## src/rtl/instr_fetch_unit_pkg.sv

```systemverilog
// Shared fetch definitions: widths, NOP, decoder opcodes and fetch FSM state encodings.
package instr_fetch_unit_pkg;

  localparam int XLEN = 32;

  localparam logic [31:0] NOP_INSTR = 32'h0000_0013;

  localparam logic [6:0] OP_RTYPE  = 7'b0110011;
  localparam logic [6:0] OP_LOAD   = 7'b0000011;
  localparam logic [6:0] OP_STORE  = 7'b0100011;
  localparam logic [6:0] OP_BRANCH = 7'b1100011;

  localparam logic [1:0] S_BOOT  = 2'd0;
  localparam logic [1:0] S_RUN   = 2'd1;
  localparam logic [1:0] S_DRAIN = 2'd2;

  function automatic logic [6:0] opcode_of(input logic [31:0] instr);
    return instr[6:0];
  endfunction

endpackage

```

## src/rtl/instr_fetch_unit_fetch_fifo.sv

```systemverilog
// fetch_fifo: registered synchronous FIFO with push/pop/flush and an occupancy count.
module fetch_fifo #(
  parameter int WIDTH = 64,
  parameter int DEPTH = 2
) (
  input  logic                     clk,
  input  logic                     rst_n,
  input  logic                     push,
  input  logic                     pop,
  input  logic                     flush,
  input  logic [WIDTH-1:0]         wdata,
  output logic [WIDTH-1:0]         rdata,
  output logic                     empty,
  output logic [$clog2(DEPTH):0]   count
);

  localparam int AW = $clog2(DEPTH);

  logic [WIDTH-1:0] mem_q [DEPTH];
  logic [AW-1:0]    wr_q, wr_d;
  logic [AW-1:0]    rd_q, rd_d;
  logic [AW:0]      cnt_q, cnt_d;
  logic             do_push, do_pop;

  assign do_push = push && (cnt_q != (AW+1)'(DEPTH));
  assign do_pop  = pop && (cnt_q != '0);

  // Flush wins over a same-cycle push; a same-cycle pop has already delivered its word.
  always_comb begin
    wr_d  = wr_q;
    rd_d  = rd_q;
    cnt_d = cnt_q;
    if (flush) begin
      wr_d  = '0;
      rd_d  = '0;
      cnt_d = '0;
    end else begin
      if (do_push) wr_d = wr_q + AW'(1);
      if (do_pop)  rd_d = rd_q + AW'(1);
      cnt_d = cnt_q + (AW+1)'(do_push) - (AW+1)'(do_pop);
    end
  end

  always_ff @(posedge clk) begin
    if (!rst_n) begin
      wr_q  <= '0;
      rd_q  <= '0;
      cnt_q <= '0;
    end else begin
      wr_q  <= wr_d;
      rd_q  <= rd_d;
      cnt_q <= cnt_d;
    end
  end

  always_ff @(posedge clk) begin
    if (do_push) mem_q[wr_q] <= wdata;
  end

  assign rdata = mem_q[rd_q];
  assign empty = (cnt_q == '0);
  assign count = cnt_q;

endmodule

```

## src/rtl/instr_fetch_unit.sv

```systemverilog
// Fetch stage: owns the PC, issues in-order imem reads and hands {instr, pc} to decode.
// Build option FETCH_PERF_CNT_EN adds the perf_fetched / perf_stall counter outputs.
module instr_fetch_unit #(
  parameter int              XLEN       = 32,
  parameter logic [XLEN-1:0] RESET_PC   = '0,
  parameter int              FIFO_DEPTH = 2
) (
  input  logic            clk,
  input  logic            rst_n,
  output logic            imem_req_valid,
  input  logic            imem_req_ready,
  output logic [XLEN-1:0] imem_req_addr,
  input  logic            imem_rsp_valid,
  input  logic [31:0]     imem_rsp_data,
  input  logic            redirect_valid,
  input  logic [XLEN-1:0] redirect_pc,
  output logic            if_valid,
  input  logic            if_ready,
  output logic [31:0]     if_instr,
  output logic [XLEN-1:0] if_pc
`ifdef FETCH_PERF_CNT_EN
  ,
  output logic [31:0]     perf_fetched,
  output logic [31:0]     perf_stall
`endif
);

  import instr_fetch_unit_pkg::*;

  localparam int CW = $clog2(FIFO_DEPTH) + 1;

  logic [1:0]         state_q, state_d;
  logic [XLEN-1:0]    pc_q, pc_d;
  logic [CW-1:0]      outst, outst_d;
  logic [CW-1:0]      fifo_count;
  logic [CW:0]        credit_used;
  logic               tag_empty, fifo_empty;
  logic               accept, rsp_take, push, pop;
  logic [XLEN-1:0]    rsp_pc;
  logic [31+XLEN:0]   fifo_rdata;

  assign pop         = !fifo_empty && if_ready;
  assign credit_used = {1'b0, outst} + {1'b0, fifo_count} - (CW+1)'(pop);

  assign imem_req_valid = (state_q == S_RUN) && (credit_used < (CW+1)'(FIFO_DEPTH));
  assign imem_req_addr  = pc_q;
  assign accept         = imem_req_valid && imem_req_ready;

  // A response with nothing outstanding (including stragglers after reset) is dropped.
  assign rsp_take = imem_rsp_valid && !tag_empty;
  assign push     = rsp_take && (state_q == S_RUN);
  assign outst_d  = outst + CW'(accept) - CW'(rsp_take);

  // The tag queue remembers each accepted address; its occupancy is the outstanding count.
  fetch_fifo #(.WIDTH(XLEN), .DEPTH(FIFO_DEPTH)) u_tag_fifo (
    .clk   (clk),
    .rst_n (rst_n),
    .push  (accept),
    .pop   (rsp_take),
    .flush (1'b0),
    .wdata (pc_q),
    .rdata (rsp_pc),
    .empty (tag_empty),
    .count (outst)
  );

  fetch_fifo #(.WIDTH(32 + XLEN), .DEPTH(FIFO_DEPTH)) u_fetch_fifo (
    .clk   (clk),
    .rst_n (rst_n),
    .push  (push),
    .pop   (pop),
    .flush (redirect_valid),
    .wdata ({rsp_pc, imem_rsp_data}),
    .rdata (fifo_rdata),
    .empty (fifo_empty),
    .count (fifo_count)
  );

  assign if_valid = !fifo_empty;
  assign if_instr = fifo_rdata[31:0];
  assign if_pc    = fifo_rdata[32 +: XLEN];

  always_comb begin
    state_d = state_q;
    case (state_q)
      S_BOOT:  state_d = S_RUN;
      S_RUN:   if (redirect_valid && (outst_d != '0)) state_d = S_DRAIN;
      S_DRAIN: if (outst_d == '0) state_d = S_RUN;
      default: state_d = S_BOOT;
    endcase
  end

  always_comb begin
    pc_d = pc_q;
    if (redirect_valid)  pc_d = {redirect_pc[XLEN-1:2], 2'b00};
    else if (accept)     pc_d = pc_q + XLEN'(4);
  end

  always_ff @(posedge clk) begin
    if (!rst_n) begin
      state_q <= S_BOOT;
      pc_q    <= RESET_PC;
    end else begin
      state_q <= state_d;
      pc_q    <= pc_d;
    end
  end

`ifdef FETCH_PERF_CNT_EN
  logic [31:0] perf_fetched_q, perf_stall_q;

  always_ff @(posedge clk) begin
    if (!rst_n) begin
      perf_fetched_q <= '0;
      perf_stall_q   <= '0;
    end else if (state_q != S_BOOT) begin
      if (pop)                               perf_fetched_q <= perf_fetched_q + 32'd1;
      if ((state_q == S_RUN) && fifo_empty)  perf_stall_q   <= perf_stall_q + 32'd1;
    end
  end

  assign perf_fetched = perf_fetched_q;
  assign perf_stall   = perf_stall_q;
`endif

endmodule

```

## config.mk

```make
export PLATFORM = sky130hd
export DESIGN_NAME = instr_fetch_unit
export DESIGN_NICKNAME = d
export VERILOG_FILES = /design/src/rtl/instr_fetch_unit_pkg.sv /design/src/rtl/instr_fetch_unit_fetch_fifo.sv /design/src/rtl/instr_fetch_unit.sv
export SDC_FILE = /design/constraint.sdc
export NUM_CORES = 1
export LEC_CHECK = 0
export ABC_AREA = 0
export CAP_MARGIN = 25
export CORE_MARGIN = 2
export CORE_UTILIZATION = 47
export CTS_BUF_LIST = sky130_fd_sc_hd__clkbuf_8 sky130_fd_sc_hd__clkbuf_16
export CTS_CLUSTER_DIAMETER = 80
export DETAILED_ROUTE_END_ITERATION = 10
export PLACE_DENSITY = 0.87
export SLEW_MARGIN = 20
export SYNTH_ARGS = -nofsm -noshare
export SYNTH_HDL_FRONTEND = slang
export SYNTH_SLANG_ARGS = --single-unit
```

## constraint.sdc

```tcl
create_clock -name clk -period 4.89 [get_ports clk]
set_input_delay 0.7335 -clock clk [delete_from_list [all_inputs] [get_ports clk]]
set_output_delay 0.7335 -clock clk [all_outputs]
set_load 0.01 [all_outputs]
```

Yosys cells after proc, flatten, opt, wreduce, memory -nomap -nowiden
Memories as Yosys holds them, arrays and structs flattened. A register that Yosys moved wholly into a read port is not among the register bits.
Index checks and enable logic that the tools add are counted.

word-level totals
  bits in writable memories = 192
  register bits = 42
  memories kept = 2
  memory bits (read-only) = 0
  bits in latches = 0
  input port bits = 70
  output and inout port bits = 98
  word-level logic and storage cells = 67

memory list
  memory              depth  width  read ports  clocked after memory_dff  write ports  RTL line                           RTL
  u_fetch_fifo.mem_q  2      64     1           1                         1            instr_fetch_unit_fetch_fifo.sv:19  logic [WIDTH-1:0] mem_q [DEPTH];
  u_tag_fifo.mem_q    2      32     1           1                         1            instr_fetch_unit_fetch_fifo.sv:19

cells by class
  multiply operators = 0
  divide/modulo/power cells = 0
  multiplexer cells = 13
  equality and inequality tests = 6
  magnitude comparators = 1
  $add $sub $neg = 13
  bitwise gates (word level) = 1
  shift-type cells = 0
  reduce and logical (&&, ||, !) cells = 22

operator list
  kind                   number
  $mux 32                2
  $add 32x3->32 const B  1
  $logic_and 1x1->1      10
  $logic_not 2->1        4
  $mux 1                 8
  $reduce_bool 2->1      4
  $add 2x1->2            3
  $ne 2x2->1 const B     3
  $pmux 2 s3             1
  $sub 2x1->2            3
  $add 1x1->1 const B    4
  $mux 2                 2
  $add 2x2->3            1
  $lt 3x2->1 const B     1
  $sub 3x1->3            1
  $eq 2x1->1 const B     1
  $eq 2x2->1 const B     1
  $logic_not 1->1        2
  $ne 2x1->1 const B     1
  $reduce_and 2->1       1
  $reduce_or 2->1        1
  $not 1->1              1

Depth between registers and ports, before layout
  word-level depth = 13
  gate-level depth with buffers = 13
  mapped depth without buffers = 13

Modules after synthesis
From an unflattened synthesis, not the netlist that was laid out.

second synthesis, totals
  cells, all modules = 643
  area, all modules = 10164.7 sq um

modules (own cells, without submodules)
  module                     cells an instance  seq. area each (sq um)  area an instance (sq um)  instances
  fetch_fifo (u_fetch_fifo)  226                3943.8                  5166.2                    1
  fetch_fifo (u_tag_fifo)    127                2021.9                  2711.4                    1
  instr_fetch_unit           290                640.6                   2287.2                    1

Least setup slack after synthesis
No wires, ideal clock.

  kind = input to register
  start = in imem_rsp_valid
  end = mem u_fetch_fifo.mem_q[0][0] (enable)
  setup slack = 0.053 ns
  path buffers = 0
  cell stages on the path = 3
  data arrival time = 4.348 ns
  setup time = 0.490 ns
  required time = 4.400 ns
  cell sequence = o21ai_0 > a2111oi_1 > nor2b_1

between the ends
  word-level cells in the longest chain between the ends = 5

ends and longest elaborated chain
  item                          RTL line                           RTL
  from (decl)                   instr_fetch_unit.sv:13             input logic imem_rsp_valid,
  $logic_and 1x1->1             instr_fetch_unit.sv:50             assign rsp_take = imem_rsp_valid && !tag_empty;
  $logic_and 1x1->1             instr_fetch_unit.sv:51             assign push = rsp_take && (state_q == S_RUN);
  $logic_and 1x1->1             instr_fetch_unit_fetch_fifo.sv:25  assign do_push = push && (cnt_q != (AW+1)'(DEPTH));
  via u_fetch_fifo.do_push      instr_fetch_unit_fetch_fifo.sv:23  logic do_push, do_pop;
  $mux 1                        instr_fetch_unit_fetch_fifo.sv:57  if (do_push) mem_q[wr_q] <= wdata;
  $mux 1 (implied by the code)  instr_fetch_unit_fetch_fifo.sv:57
  to (decl)                     instr_fetch_unit_fetch_fifo.sv:19

The timed path passes the listed nets, and every way through them passes these cells.

Worst setup path in the final report
  start = in if_ready
  end = out imem_req_valid

between the ends
  word-level cells in the longest chain between the ends = 4

ends and longest elaborated chain
  item               RTL line                RTL
  from (decl)        instr_fetch_unit.sv:18  input logic if_ready,
  $logic_and 1x1->1  instr_fetch_unit.sv:42  assign pop = !fifo_empty && if_ready;
  $sub 3x1->3        instr_fetch_unit.sv:43  assign credit_used = {1'b0, outst} + {1'b0, fifo_count} - (CW+1)'(pop);
  $lt 3x2->1         instr_fetch_unit.sv:45  assign imem_req_valid = (state_q == S_RUN) && (credit_used < (CW+1)'(FIFO_DEPTH));
  $logic_and 1x1->1  instr_fetch_unit.sv:45
  to (decl)          instr_fetch_unit.sv:10  output logic imem_req_valid,

Every way passes these cells.

==> results.py <==
metrics = {
    "outcome": {
        "outcome": "complete, no violations",
    },
    "setup_path": {
        "r2r_end": "imem_req_addr[16]",
        "cp-end-kind": "output port",
        "r2r_setup_slack_ps": 1330,
        "worstSetupStartpointType": "input port",
        "reg2reg_depth": 10,
        "critPathKind": "input port to output port",
        "path_max_fanout": 7,
        "worstPathArrival_ps": 3270,
        "required_ps": 4160,
        "r2r_start": "u_fetch_fifo.count[1]",
    },
    "floorplanning": {
        "start_util_pct": 48.2,
        "core_mm2": 0.0189,
        "die_x_um": 143,
        "rows": 50,
        "io_pins": 168,
        "die_y_um": 143,
        "die_area_mm2": 0.0205,
    },
    "hold_path": {
        "min_from": "u_tag_fifo.rd_q",
        "hold_path_depth": 2,
        "hp-class": "flip-flop to flip-flop",
    },
    "global_route": {
        "antenna_found_initial": 0,
        "grt_overflow": 0,
        "groute.usage.overall_pct": 18.7,
        "grt_pass1_wl_um": 29700,
        "grt_max_degree": 63,
        "first_global_vias": 5639,
    },
    "synthesis": {
        "synth_edf_count": 184,
        "netlist_area_mm2": 0.00911,
        "ys_seq_area_share_pct": 69.8,
        "ys_async_sr_fraction_pct": 0,
        "yosys_most_used_dff": "edfxtp_1",
        "syn_inst": 597,
        "ys_ff_latch": 226,
        "ys_warn_count": 0,
        "postSynthAreaPerCell_um2": 15.3,
        "synth.lib_cells_used.distinct": 50,
    },
    "route": {
        "dr_total_vias": 5589,
        "drc": 0,
        "antenna_left": 0,
        "drt_iter0_markers": 262,
        "via_per_inst": 5.37,
        "dr.pass1.iters": 5,
        "wl_per_cell_um": 18.5,
        "wl_um": 19300,
    },
    "power_and_ir_drop": {
        "p_leak_nw": 3.90,
        "switchingPower_w": 0.00120,
        "seqPwrFrac_pct": 49.7,
        "comb_power_share_pct": 17.5,
        "ir_drop_v": 0.000217,
        "p_per_area_mw_per_mm2": 425,
        "p_int_w": 0.00380,
        "p_clk_share_pct": 32.8,
        "sw_frac_of_total_pct": 23.9,
    },
    "timing": {
        "max-slew-margin-rel_pct": 39.4,
        "fin_worst_skew_ps": 12.8,
        "setup_tns_ps": 0,
        "tightestPinTransition_ps": 910,
        "hold_viol_final": 0,
        "finalCritPeriodShare_pct": 81.8,
        "setup_viol": 0,
        "report.final.slew_viol_count": 0,
        "rsz0062_at_grt": "no",
        "min_period_ps": 4000,
        "max_freq_mhz": 250,
    },
    "clock_network": {
        "post_cts_buffers": 0,
        "cts_root_buf": "clkbuf_16",
        "clock_latency_ps": 500,
        "postCtsHoldBufs": 0,
        "htreeDepth": 1,
        "cts.sinks": 226,
        "clock_path_buffers": 3,
        "cts_tree": "built",
        "cts_buffers": 23,
        "postCtsResizedCells": 0,
        "clkTransAtPathRegs_ps": 60,
    },
    "layout": {
        "final_util_pct": 62.3,
        "nets": 842,
        "final_common_cell": "edfxtp_1",
        "layout_common_cells": "184 x edfxtp_1, 161 x clkdlybuf4s50_1, 92 x mux2_2",
        "multi_input_area_mm2": 0.00258,
        "drive_gt1_share_pct": 18.6,
        "layout.area.seq_mm2": 0.00637,
        "fillCellCount": 1452,
        "areaGrowthSynthToFinish_pct": 29.1,
    },
    "placed_design": {
        "hpwl_um": 12700,
        "routabilityCongestion": 0.852,
        "portBuffers": 161,
    },
    "run": {
        "max_cap_viol_count": 0,
    },
}
-- sequential cells by signal, indices dropped and copies added (netlist names), named ones only --
name,cells
u_tag_fifo.rd_q,1
state_q,2
u_fetch_fifo.rd_q,1
u_tag_fifo.count,2
u_fetch_fifo.mem_q,124
u_tag_fifo.mem_q,60
u_fetch_fifo.count,2
u_fetch_fifo.wr_q,1
u_tag_fifo.wr_q,1
imem_req_addr,30
-- cell usage after synthesis (all sizes together) (2+ instances only) --
library cell    n  area [um^2]
nand3          13         65.1
nor4            9         56.3
a31oi          13         81.3
a21oi           5         25.0
mux2           92         1040
or4            16          120
buf             7         43.8
nor2b           3         18.8
clkbuf         25         93.8
xor2            7         61.3
nand2          19         71.3
ha              7         87.6
nand2b          2         12.5
and2            6         37.5
a311oi          2         17.5
a211oi          4         30.0
o21ai          26          130
nor4b           2         17.5
edfxtp        184         5530
o31ai          12         90.1
or2             3         18.8
inv            15         56.3
a2111o          2         22.5
or3             8         51.3
dfxtp          42          841
and4            4         36.3
and3            3         18.8
xnor2          10         87.6
nor3            6         30.0
nor2           20         75.1
nand4          12         90.1
o211ai          2         15.0
o31a            4         35.0
-- cells by family after synthesis --
kind of cell	synth area share, %
DFF	69.8
and+or+nand+nor	8.26
muxes	11.4
AOI/OAI and AO/OA	5.55
buffers and inverters	2.13
xor gates and xnor gates	1.63
adders and majority gates	1.18
other	0.0411
-- critical path, stage by stage --
cell and delay [ps]:
clkdlybuf4s50_1 440, and2_1 160, ha_1 240, inv_1 80
nand2_1 70, fa_1 420, xnor2_1 490, nor2_1 130
clkdlybuf4s50_1 500
-- worst max-delay path by stage --
stage	start	to	slack [ps]	cells after the start
CTS	u_fetch_fifo.count[1]	imem_req_valid	890	9
global route	u_fetch_fifo.count[1]	imem_req_valid	710	9
global placement	if_ready	imem_req_addr[16]	920	10
finish	if_ready	imem_req_valid	890	9
floorplan	imem_rsp_valid	u_fetch_fifo.mem_q[0][0]	50	3
detailed placement	if_ready	imem_req_addr[16]	840	10
-- through the flow --
step	worst slack [ps]	hold WS [ps]	cells	cell area, um^2	power, W
floorplan	52.7	472	600	9130	0.00299
global placement	919	487	999	11000	0.00336
detailed placement	836	490	999	11000	0.00340
CTS	889	512	1040	11800	0.00505
global route	713	537	1040	11800	0.00521
finish	888	510	1041	11800	0.00500
-- power groups by stage --
stage | combinational [W] | sequential (W) | clock, W
after global routing | 0.000948 | 0.00251 | 0.00176
final | 0.000873 | 0.00249 | 0.00164
after CTS | 0.000883 | 0.00249 | 0.00168
after global placement | 0.000849 | 0.00251 | 0
after detailed placement | 0.000875 | 0.00253 | 0
after floorplan | 0.000495 | 0.00250 | 0
-- metal layers --
metal / routed length, um / part of all wire (%) / global-route usage (%)
met5: 0 / 0 / 0
met4: 344 / 1.8 / 5.68
met3: 1540 / 8.0 / 3.82
met2: 9410 / 49 / 32.0
met1: 8010 / 41 / 24.0
-- cell type report --
cell class / instances / area share (%)
clock inverters: 11 / 0.415
diodes: 1 / 0.0213
flip-flops and latches: 226 / 54.1
inverters: 15 / 0.479
well taps: 260 / 2.77
multi-input cells: 327 / 21.9
clock buffers: 30 / 5.81
repair buffers: 171 / 14.4
Power figures use the tool's default switching activity.
